==> config.mk <==
export PLATFORM = sky130hd
export DESIGN_NAME = mux_8_1_rr
export DESIGN_NICKNAME = d
export VERILOG_FILES = /design/src/rtl/mux_pkg.sv /design/src/rtl/rr_arbiter_8.sv /design/src/rtl/mux_8_1_rr.sv
export SDC_FILE = /design/constraint.sdc
export NUM_CORES = 1
export LEC_CHECK = 0
export CAP_MARGIN = 30
export CORE_ASPECT_RATIO = 1.1
export CORE_MARGIN = 1
export CORE_UTILIZATION = 52
export DETAILED_ROUTE_END_ITERATION = 10
export PLACE_DENSITY = 0.86
export SLEW_MARGIN = 30
export SYNTH_ARGS = -nofsm -noshare
export SYNTH_HDL_FRONTEND = slang
export SYNTH_SLANG_ARGS = --single-unit
==> constraint.sdc <==
create_clock -name clk_i -period 4.9 [get_ports clk_i]
set_input_delay 0.49 -clock clk_i [delete_from_list [all_inputs] [get_ports clk_i]]
set_output_delay 0.49 -clock clk_i [all_outputs]
set_load 0.02 [all_outputs]
==> src/rtl/mux_pkg.sv <==
// Shared types and the round-robin pick helper for the 8:1 gathering mux.
// Used by rr_arbiter_8 and mux_8_1_rr.
package mux_pkg;

    localparam int unsigned NCH  = 8;
    localparam int unsigned SELW = 3;

    typedef logic [SELW-1:0] sel_t;

    typedef struct packed {
        logic found;
        sel_t sel;
    } pick_t;

    // First requesting lane at or after ptr, wrapping 7 -> 0.
    function automatic pick_t rr_pick(input logic [NCH-1:0] req, input sel_t ptr);
        pick_t res;
        sel_t  idx;
        res.found = 1'b0;
        res.sel   = '0;
        for (int i = 0; i < NCH; i++) begin
            idx = ptr + sel_t'(i);
            if (!res.found && req[idx]) begin
                res.found = 1'b1;
                res.sel   = idx;
            end
        end
        return res;
    endfunction

endpackage

==> src/rtl/rr_arbiter_8.sv <==
// Combinational 8-way round-robin arbiter; grants only while load_i is high.
module rr_arbiter_8
    import mux_pkg::*;
(
    input  logic [NCH-1:0] req_i,
    input  sel_t           ptr_i,
    input  logic           load_i,
    output logic [NCH-1:0] grant_oh_o,
    output sel_t           grant_idx_o,
    output logic           grant_vld_o
);

    pick_t pick;

    always_comb begin
        pick        = rr_pick(req_i, ptr_i);
        grant_idx_o = pick.sel;
        grant_vld_o = load_i & pick.found;
        grant_oh_o  = '0;
        if (grant_vld_o) begin
            grant_oh_o[pick.sel] = 1'b1;
        end
    end

endmodule

==> src/rtl/mux_8_1_rr.sv <==
// 8:1 valid/ready gathering mux with round-robin arbitration and a registered, lane-tagged output.
// Optional MUX_FORCE_SEL_EN adds force_en_i/force_sel_i to restrict eligibility to one lane.
module mux_8_1_rr
    import mux_pkg::*;
#(
    parameter int unsigned DW = 1
) (
    input  logic              clk_i,
    input  logic              rst_i,
    input  logic [NCH-1:0]    in_valid_i,
    input  logic [NCH*DW-1:0] in_data_i,
    output logic [NCH-1:0]    in_ready_o,
    output logic              out_valid_o,
    output logic [DW-1:0]     out_data_o,
    output sel_t              out_sel_o,
`ifdef MUX_FORCE_SEL_EN
    input  logic              force_en_i,
    input  sel_t              force_sel_i,
`endif
    input  logic              out_ready_i
);

    logic           out_valid_q, out_valid_d;
    logic [DW-1:0]  out_data_q, out_data_d;
    sel_t           out_sel_q, out_sel_d;
    sel_t           rr_ptr_q, rr_ptr_d;

    logic           load;
    logic [NCH-1:0] req;
    logic           ptr_upd;
    logic [NCH-1:0] grant_oh;
    sel_t           grant_idx;
    logic           grant_vld;

    // Reset folds into load so no lane sees ready while rst_i is high.
    assign load = (!out_valid_q || out_ready_i) && !rst_i;

`ifdef MUX_FORCE_SEL_EN
    always_comb begin
        req = in_valid_i;
        if (force_en_i) begin
            req = in_valid_i & ({{(NCH-1){1'b0}}, 1'b1} << force_sel_i);
        end
    end
    assign ptr_upd = !force_en_i;
`else
    assign req     = in_valid_i;
    assign ptr_upd = 1'b1;
`endif

    rr_arbiter_8 u_arb (
        .req_i       (req),
        .ptr_i       (rr_ptr_q),
        .load_i      (load),
        .grant_oh_o  (grant_oh),
        .grant_idx_o (grant_idx),
        .grant_vld_o (grant_vld)
    );

    always_comb begin
        out_valid_d = out_valid_q;
        out_data_d  = out_data_q;
        out_sel_d   = out_sel_q;
        rr_ptr_d    = rr_ptr_q;
        if (load) begin
            if (grant_vld) begin
                out_valid_d = 1'b1;
                out_data_d  = in_data_i[grant_idx*DW +: DW];
                out_sel_d   = grant_idx;
                if (ptr_upd) begin
                    rr_ptr_d = grant_idx + sel_t'(1);
                end
            end else begin
                out_valid_d = 1'b0;
            end
        end
    end

    always_ff @(posedge clk_i) begin
        if (rst_i) begin
            out_valid_q <= 1'b0;
            out_data_q  <= '0;
            out_sel_q   <= '0;
            rr_ptr_q    <= '0;
        end else begin
            out_valid_q <= out_valid_d;
            out_data_q  <= out_data_d;
            out_sel_q   <= out_sel_d;
            rr_ptr_q    <= rr_ptr_d;
        end
    end

    assign in_ready_o  = grant_oh;
    assign out_valid_o = out_valid_q;
    assign out_data_o  = out_data_q;
    assign out_sel_o   = out_sel_q;

endmodule
# Word-level counts from Yosys, hierarchy flattened
# Index checks and enable logic that the tools add are counted.
# word_totals
register_bits	8
in_bits	19
out_inout_bits	13
word_cells	72
# op_classes
add_sub_neg	8
magnitude_cmp	10
shift	1
mux	28
bitwise	1
n_reduce_logical	20
# ops
operator	n
< comparator 3 x 4 -> 1 bit, second input constant	9
two-way mux 4 bit	8
binary-select mux 1 bit (select 3 bit)	8
adder 3 bit, second input constant	4
two-way mux 1 bit	10
logical AND 1 bit	9
zero test 1 bit	9
two-way mux 8 bit	1
indexed part select 8 x 4 -> 1 bit	1
adder 3 x 1 -> 3 bit, second input constant	2
adder 3 x 2 -> 3 bit, second input constant	2
demux 1 bit (select 3 bit)	1
>= comparator 3 x 1 -> 1 bit, second input constant	1
AND reduction 2 bit	1
bitwise AND 1 bit	1
logical OR 1 bit	1

# Logic depth before layout (Yosys ltp)
# Gate-level depths: netlist (run 1).
# depth
word_depth	29
depth_mapped	15

# Hierarchy
# From an unflattened synthesis (run 1), not the netlist that was laid out.
# unflattened
hier_cells	160
hier_area_um2	1551.5
# modules_own_cells
mod	n_inst	cells_each	area_each_um2	seq_area_each_um2
rr_arbiter_8	1	121	1141.1	0.0
mux_8_1_rr	1	39	410.4	160.2

# Worst setup path before layout (run 1)
# OpenSTA, ideal clock, no wires.
# synth_timing
path_type	register -> output
start	reg rr_ptr_q[1]
end	out in_ready_o[6]
arrival_time_ns	3.427
required_time_ns	4.410
setup_slack_ns	0.983
stages_incl_launch_ff	13
n_path_buf	3
path_cell_list	dfxtp_1 -> buf_4 -> clkinv_1 -> ha_1 -> buf_4 -> buf_4 -> mux2i_1 -> mux4_2 -> o21a_1 -> o21ai_0 -> a21boi_4 -> or2_2 -> nor3_1
# synth_between
elab_chain_cells	29
word_cells_on_any_way	52
cone_classes	add/sub (7); order compare (2); mux (27); bitwise (1); reduce/logical (15)
# synth_rtl
element	line_no	rtl
start: declaration	mux_8_1_rr.sv:26	sel_t rr_ptr_q, rr_ptr_d;
start signal: assignment	mux_8_1_rr.sv:89	rr_ptr_q <= rr_ptr_d;
parallel branches: the longest is 23 deep, another holds adder 3 x 1 -> 3 bit	-	
two-way mux 4 bit (*)	mux_pkg.sv:23	if (!res.found && req[idx]) begin
< comparator 3 x 4 -> 1 bit (not written as such) / >= comparator 3 x 1 -> 1 bit (equally long branches)	rr_arbiter_8.sv:21	grant_oh_o[pick.sel] = 1'b1;
logical AND 1 bit (not written as such)	rr_arbiter_8.sv:21	
two-way mux 1 bit (not written as such)	rr_arbiter_8.sv:21	
demux 1 bit (select 3 bit)	-	
two-way mux 8 bit (*)	rr_arbiter_8.sv:20	if (grant_vld_o) begin
end: declaration	mux_8_1_rr.sv:12	output logic [NCH-1:0] in_ready_o,
# Mark *: on every way between the ends. The select of a mux whose other input is x is not followed.

# Worst setup path in the final report (run 1)
# layout_timing
start	in in_valid_i[1]
end	out in_ready_o[6]
# layout_between
elab_chain_cells	29
word_cells_on_any_way	45
cone_classes	order compare (2); mux (27); bitwise (1); reduce/logical (15)
# layout_rtl
element	line_no	rtl
start: declaration	mux_8_1_rr.sv:10	input logic [NCH-1:0] in_valid_i,
binary-select mux 1 bit (select 3 bit)	mux_pkg.sv:23	
two-way mux 1 bit (not written as such)	mux_pkg.sv:23	
two-way mux 4 bit	mux_pkg.sv:23	
zero test 1 bit	mux_pkg.sv:23	
logical AND 1 bit	mux_pkg.sv:23	
two-way mux 4 bit	mux_pkg.sv:23	
zero test 1 bit	mux_pkg.sv:23	
logical AND 1 bit	mux_pkg.sv:23	
(+13 left out)	-	
zero test 1 bit	mux_pkg.sv:23	
logical AND 1 bit	mux_pkg.sv:23	
two-way mux 4 bit (*)	mux_pkg.sv:23	
< comparator 3 x 4 -> 1 bit (not written as such) / >= comparator 3 x 1 -> 1 bit (equally long branches)	rr_arbiter_8.sv:21	
logical AND 1 bit (not written as such)	rr_arbiter_8.sv:21	
two-way mux 1 bit (not written as such)	rr_arbiter_8.sv:21	
demux 1 bit (select 3 bit)	-	
two-way mux 8 bit (*)	rr_arbiter_8.sv:20	
# Every way passes the cells marked *; elsewhere a longest branch is shown, timed or not. The select of a mux whose other input is x is not followed.

==> run metrics, run 1 <==
Final Max Slew Viols=0; area leader, netlist=mux2i_1; CTS resizes=0; Reg power frac=8.0%; DP HPWL=3190 um; Arr. time, crit path=3.99 ns; clk buf depth=2; synth top area cells=mux2i_1 17%, dfxtp_1 10%, mux4_2 8.8%, mux4_1 8.6%, mux2_2 4.4%; Setup Fix Bufs, Post-CTS=0; nature of the critical path endpoint=output port; CP Launch Point=in_valid_i[1]; Remaining DRCs=0; clock buffer count from CTS=3; 1st-pass router iterations=4; PwrDens=795 nW/um^2; Routability Congestion=0.862; min Tclk post-route=between 4 and 5 ns; Final setup violation count=0; die boundary height=59.0 um; layout cell share with drive strength beyond 1=18.6%; DRT Wirelength=4150 um; via count=~1500; syn nets=~180; Async S/R FF share, synth=0%; Die X=53.8 um; number of global-route vias before repair=between 1000 and 1500; Hold-fix buffers, CTS=0; top cells by count, synth=26 x mux2i_1, 14 x nand2_1, 13 x nor2_1; Clock Latency Late Sink=between 0.2 and 0.3 ns; WS Path Type=input pin to output port; Total GRT Usage=between 20% and 30%; skew final=roughly 0.00066 ns; Synth top area share=17.0%; GRT overflow=0; most frequent cell after synthesis=mux2i_1; post-synthesis average cell area=9.54 um^2; row count=20; I/O pin count=32; Psw=0.000794 W; maximum clock rate=around 220 MHz; peak supply drop=562 uV; Filler cells=approximately 210; register area=160 um^2; post-synth cell types=between 50 and 60; clock sinks=8; Final ANT Viol Nets=0; synthesized area=1540 um^2; outcome=complete, no violations; Comb power frac=between 80% and 90%; Clock Root Buffer=clkbuf_4; H-Tree Level Count=1; YS warnings=0; largest net degree at the start of global routing=21; RSZ-0062 raised after global routing=false; CTS tree=built; first-pass GRT wire length=6640 um; port buffer count=31; mean number of vias per cell=6.52; post-route design area=1900 um^2; Post-synth EDFFs=0; Int Pwr=approximately 0.0007 W; Final period util=91.4%; Primary FF master, synth=dfxtp_1; WHS=between 0.4 and 0.5 ns; core area=2780 um^2; Slew @ Worst Pin=0.742 ns; initial DRC count=70; Post-layout nets=about 220; setup TNS=0 ns; clock transition at the registers of the reported paths=0.05 ns; worst endpoint required time=~4.4 ns; startpoint types=input pin; Multi-input gate area=1290 um^2; DR WL/cell=18.3 um; Hold Crit Class=register to register; Post-Syn Instances=between 150 and 200; switching fraction of total power=52.5%; initial core utilization=55.3%; static leakage=between 0.7 and 0.8 nW; Hold Vio Cnt, Final=0; Setup crit end=in_ready_o[6]; Synth-to-Final Area Change=23.9%; Critical Path Fanout Max=8; Placed Instance Area=1880 um^2; Seq cells post-synth=8; Clock Power Share=3.4%; R2R Path Start=rr_ptr_q[0]$_SDFFE_PP0P_; r2r worst-path depth=12; r2r setup slk=1.52 ns; die area=3170 um^2; antenna violations before repair=0; Slew HR=50.2%; post-synthesis sequential area ratio=10.4%; Max-cap violations=0; ant diodes=0; reg-to-reg endpoint=out_data_o$_SDFFE_PP0P_
==> state kept, by name, summed over array words and instances (netlist names) <==
register     cells
rr_ptr_q         3
out_sel_o        3
out_data_o       1
out_valid_o      1
==> through the flow <==
stage | power, W | setup WS [ns] | util, % | instances
final | 0.00151 | 0.423 | 68.5 | 227
after global routing | 0.00161 | 0.144 | 68.5 | 227
after CTS | 0.00150 | 0.435 | 68.5 | 227
after detailed placement | 0.00144 | 0.451 | 67.7 | 224
after global placement | 0.00139 | 0.522 | 67.7 | 224
after floorplan | 0.00115 | 0.983 | - | 161
==> layout make-up <==
cell class                      instances  area share, %
Clock buffer                            3           1.18
Inverter                                6           1.18
Multi-Input combinational cell        139           68.0
Sequential cell                         8           8.42
Tap cell                               33           2.17
Timing Repair Buffer                   38           19.1
==> power groups by stage <==
stage / clock, W / sequential, W / combinational [W]
floorplan: 0 / 0.000125 / 0.00102
global placement: 0 / 0.000118 / 0.00128
detailed placement: 0 / 0.000119 / 0.00132
CTS: 0.0000526 / 0.000119 / 0.00133
global route: 0.0000560 / 0.000124 / 0.00143
finish: 0.0000510 / 0.000121 / 0.00134
==> worst max-delay path: stages <==
cell	delay (ns)
clkdlybuf4s50_1	0.53
mux4_1	0.62
mux2_4	0.34
or3b_1	0.38
a21oi_1	0.14
o311ai_0	0.16
a21boi_4	0.20
or2_2	0.34
nor3_1	0.15
clkdlybuf4s50_1	0.63
==> kinds of logic (layout without fill, tap and decap cells) <==
logic type      count (synthesis)  after routing  synth area share, %
compound gates                 31             31                 16.3
xor+xnor                        3              3                 1.71
fa+ha+maj                       2              2                 1.63
buf+inv                        14             47                 5.38
flops                           8              8                 10.4
mux                            46             46                 42.6
simple gates                   57             57                 21.9
==> worst min path at each step <==
stage	cells past startpoint	to	slack, ns	startpoint
6_report	2	out_sel_o[2]$_SDFFE_PP0P_	0.49	out_sel_o[2]$_SDFFE_PP0P_
5_1_grt	2	out_sel_o[2]$_SDFFE_PP0P_	0.50	out_sel_o[2]$_SDFFE_PP0P_
4_1_cts	2	out_sel_o[2]$_SDFFE_PP0P_	0.49	out_sel_o[2]$_SDFFE_PP0P_
3_5_place_dp	2	out_sel_o[2]$_SDFFE_PP0P_	0.47	out_sel_o[2]$_SDFFE_PP0P_
3_3_place_gp	2	out_sel_o[2]$_SDFFE_PP0P_	0.47	out_sel_o[2]$_SDFFE_PP0P_
2_1_floorplan	2	out_sel_o[2]$_SDFFE_PP0P_	0.55	out_sel_o[2]$_SDFFE_PP0P_
==> cell usage in the layout (no fill, tap or decap), types with 6 or more instances in the layout <==
cell / netlist / final
clkdlybuf4s50_1: 0 / 31
mux2i_1: 26 / 26
nand2_1: 14 / 14
nor2_1: 13 / 13
dfxtp_1: 8 / 8
o21ai_0: 7 / 7
buf_4: 4 / 7
mux4_2: 6 / 6
mux2_2: 6 / 6
==> routing by layer <==
metal	up-vias	track usage, %	routed length (um)
li1	691	-	-
met1	717	36.7	1660
met2	64	50.8	2220
met3	7	2.82	224
met4	0	11.7	52
met5	-	0	0
Power figures use the tool's default switching activity.
==> run 2: changes to the inputs <==
- CTS_CLUSTER_DIAMETER: unset -> 30
==> results of run 2 <==
Same layout as run 1: the final DEF is identical, and so are final timing and power.
==> run 3: changes to the inputs <==
- ABC_AREA: unset -> 1
- CAP_MARGIN: 30 -> 20
- CORE_UTILIZATION: 52 -> 49
- PLACE_DENSITY: 0.86 -> 0.85
==> run metrics, run 3 <==
top cells by count, synth=50 x nand2_1, 31 x nand3_1, 18 x nor2_1; maximum clock rate=242 MHz (+8.4%); Die X=50.5 um (-6.2%); Max-cap violations=0 (unchanged); die area=2790 um^2 (-12%); syn nets=219 (+20%); Total GRT Usage=25.5% (-3.8 points); H-Tree Level Count=1 (unchanged); DR WL/cell=12.3 um (-33%); most frequent cell after synthesis=nand2_1; final cell count without fillers=260 (+15%); R2R Path Start=rr_ptr_q[1]$_SDFFE_PP0P_; Arr. time, crit path=3.64 ns (-0.35 ns); first-pass GRT wire length=5640 um (-15%); Remaining DRCs=0 (unchanged); via count=1382 (-6.6%); clock transition at the registers of the reported paths=0.05 ns (about the same); Post-synth EDFFs=0 (unchanged); layout cell share with drive strength beyond 1=19.6% (+1.0 points); Clock Latency Late Sink=0.26 ns (about the same); I/O pin count=32 (unchanged); Hold Crit Class=register to register; Primary FF master, synth=dfxtp_1; Clock Root Buffer=clkbuf_4; Hold Startpoint=out_sel_o[2]$_SDFFE_PP0P_; most frequent cells in the layout=50 x nand2_1, 31 x nand3_1, 31 x clkdlybuf4s50_1; Critical Path Fanout Max=9 (+1); skew final=0.00207 ns (+0.00141 ns); Async S/R FF share, synth=0% (unchanged); Final period util=84.3% (-7.1 points); r2r setup slk=1.91 ns (+0.39 ns); row count=18 (-10%); Routability Congestion=0.922 (+7.0%); DP HPWL=2600 um (-18%); port buffer count=31 (unchanged); initial core utilization=54.1% (-1.2 points); clock buffer count from CTS=3 (unchanged); RSZ-0062 raised after global routing=false; Final setup violation count=0 (unchanged); min Tclk post-route=4.13 ns (-0.346 ns); Synth top area share=14.8% (-2.1 points); Seq cells post-synth=8 (unchanged); commonest non-fill, non-tap cell in the layout=nand2_1; WHS Path Cells=2 (unchanged); Final Max Slew Viols=0 (unchanged); CTS tree=built; DRT Wirelength=3200 um (-23%); post-synth cell types=31 (-39%); r2r worst-path depth=20 (+8); Hold Path Sink=out_sel_o[2]$_SDFFE_PP0P_; YS warnings=0 (unchanged); post-synthesis sequential area ratio=12.6% (+2.2 points); synth top area cells=nand2_1 15%, dfxtp_1 13%, nand3_1 12%, nand3_2 7.1%, nor2_1 5.3%; final worst setup slack=0.769 ns (+0.346 ns); worst endpoint required time=4.41 ns (about the same); reg-to-reg endpoint=out_data_o$_SDFFE_PP0P_; outcome=complete, no violations; Hold-fix buffers, CTS=0 (unchanged); Slew @ Worst Pin=0.560 ns (-0.181 ns); Post-layout nets=253 (+17%); area leader, netlist=nand2_1; largest net degree at the start of global routing=12 (-43%); startpoint types=register; GRT overflow=0 (unchanged); placed cells=257 (+15%); clk buf depth=2 (unchanged); setup TNS=0 ns (unchanged); number of global-route vias before repair=1345 (-2.1%); CTS resizes=0 (unchanged); initial DRC count=59 (-16%); Setup WS pre-CTS=1.08 ns (+0.630 ns); die boundary height=55.3 um (-6.2%); 1st-pass router iterations=5 (+1); ant diodes=0 (unchanged); Hold Vio Cnt, Final=0 (unchanged); post-synthesis average cell area=6.40 um^2 (-33%); mean number of vias per cell=5.32 (-18%); WS Path Type=register to output port; Final ANT Viol Nets=0 (unchanged); Setup Fix Bufs, Post-CTS=0 (unchanged); synthesized area=1270 um^2 (-18%); core area=2340 um^2 (-16%); nature of the critical path endpoint=output port; Slew HR=62.5% (+12 points); Synth-to-Final Area Change=27.2%; Post-Syn Instances=198 (+23%); clock sinks=8 (unchanged); antenna violations before repair=0 (unchanged)
run 3: changes by cell type after synthesis, moves of 6 or more:
| cell | change |
|---|---|
| nand2_1 | +36 |
| mux4_2 | -6 |
| inv_1 | +13 |
| nand3_1 | +27 |
| mux2_2 | -6 |
| mux2i_1 | -26 |
| nand3_2 | +9 |
| nand4_1 | +6 |
| nand2_2 | +7 |
| inv_2 | +6 |
run 3: critical path, cell delays in order, from the launching register on:
cell and delay (ns):
dfxtp_1 0.64, inv_4 0.11, ha_1 0.38, inv_2 0.14, nand3_1 0.13, nand2_1 0.10, nor2_1 0.05, a31oi_1 0.27
inv_2 0.11, nor2_8 0.17, nand4_1 0.16, nand4_1 0.24, nand2_1 0.14, nor2_1 0.13, clkdlybuf4s50_1 0.61
run 3: routing by layer:
metal  track usage [%]  part of all wire, %
met3              2.20                  4.8
met5                 0                    0
met4              11.5                  2.9
met1              33.2                   43
met2              42.1                   49
run 3: layout make-up:
cell class	count	area, um^2
sequential	8	160
tap	30	37.5
timing repair buffer	32	318
clock buffer	3	22.5
fill	204	732
multi-input combinational	161	970
inverter	26	103
run 3: kinds of logic (layout without fill, tap and decap cells):
group           Yosys count  count (layout)  share of synthesized area [%]
flops                     8               8                           12.6
xor+xnor                  4               4                           4.84
compound gates           14              14                           6.13
simple gates            141             141                           63.6
buf+inv                  29              61                           10.8
fa+ha+maj                 2               2                           1.98
run 3: worst max-delay path by stage:
stage | cells after the start | startpoint | endpoint
after floorplan | 16 | rr_ptr_q[1]$_SDFFE_PP0P_ | in_ready_o[0]
after global placement | 14 | rr_ptr_q[1]$_SDFFE_PP0P_ | in_ready_o[2]
after detailed placement | 14 | rr_ptr_q[1]$_SDFFE_PP0P_ | in_ready_o[2]
after CTS | 14 | rr_ptr_q[1]$_SDFFE_PP0P_ | in_ready_o[2]
after global routing | 14 | rr_ptr_q[1]$_SDFFE_PP0P_ | in_ready_o[2]
final | 14 | rr_ptr_q[1]$_SDFFE_PP0P_ | in_ready_o[2]
run 3: per-stage QoR:
step / hold WS, ns / utilization (%) / instance area (um^2)
finish: 0.478 / 68.8 / 1610
global placement: 0.464 / 67.8 / 1590
CTS: 0.480 / 68.8 / 1610
floorplan: 0.546 / - / 1270
detailed placement: 0.473 / 67.8 / 1590
global route: 0.515 / 68.8 / 1610
Power of run 3 is not shown: default switching activity piles up to over one toggle a cycle in this logic, so the estimate is an artifact.
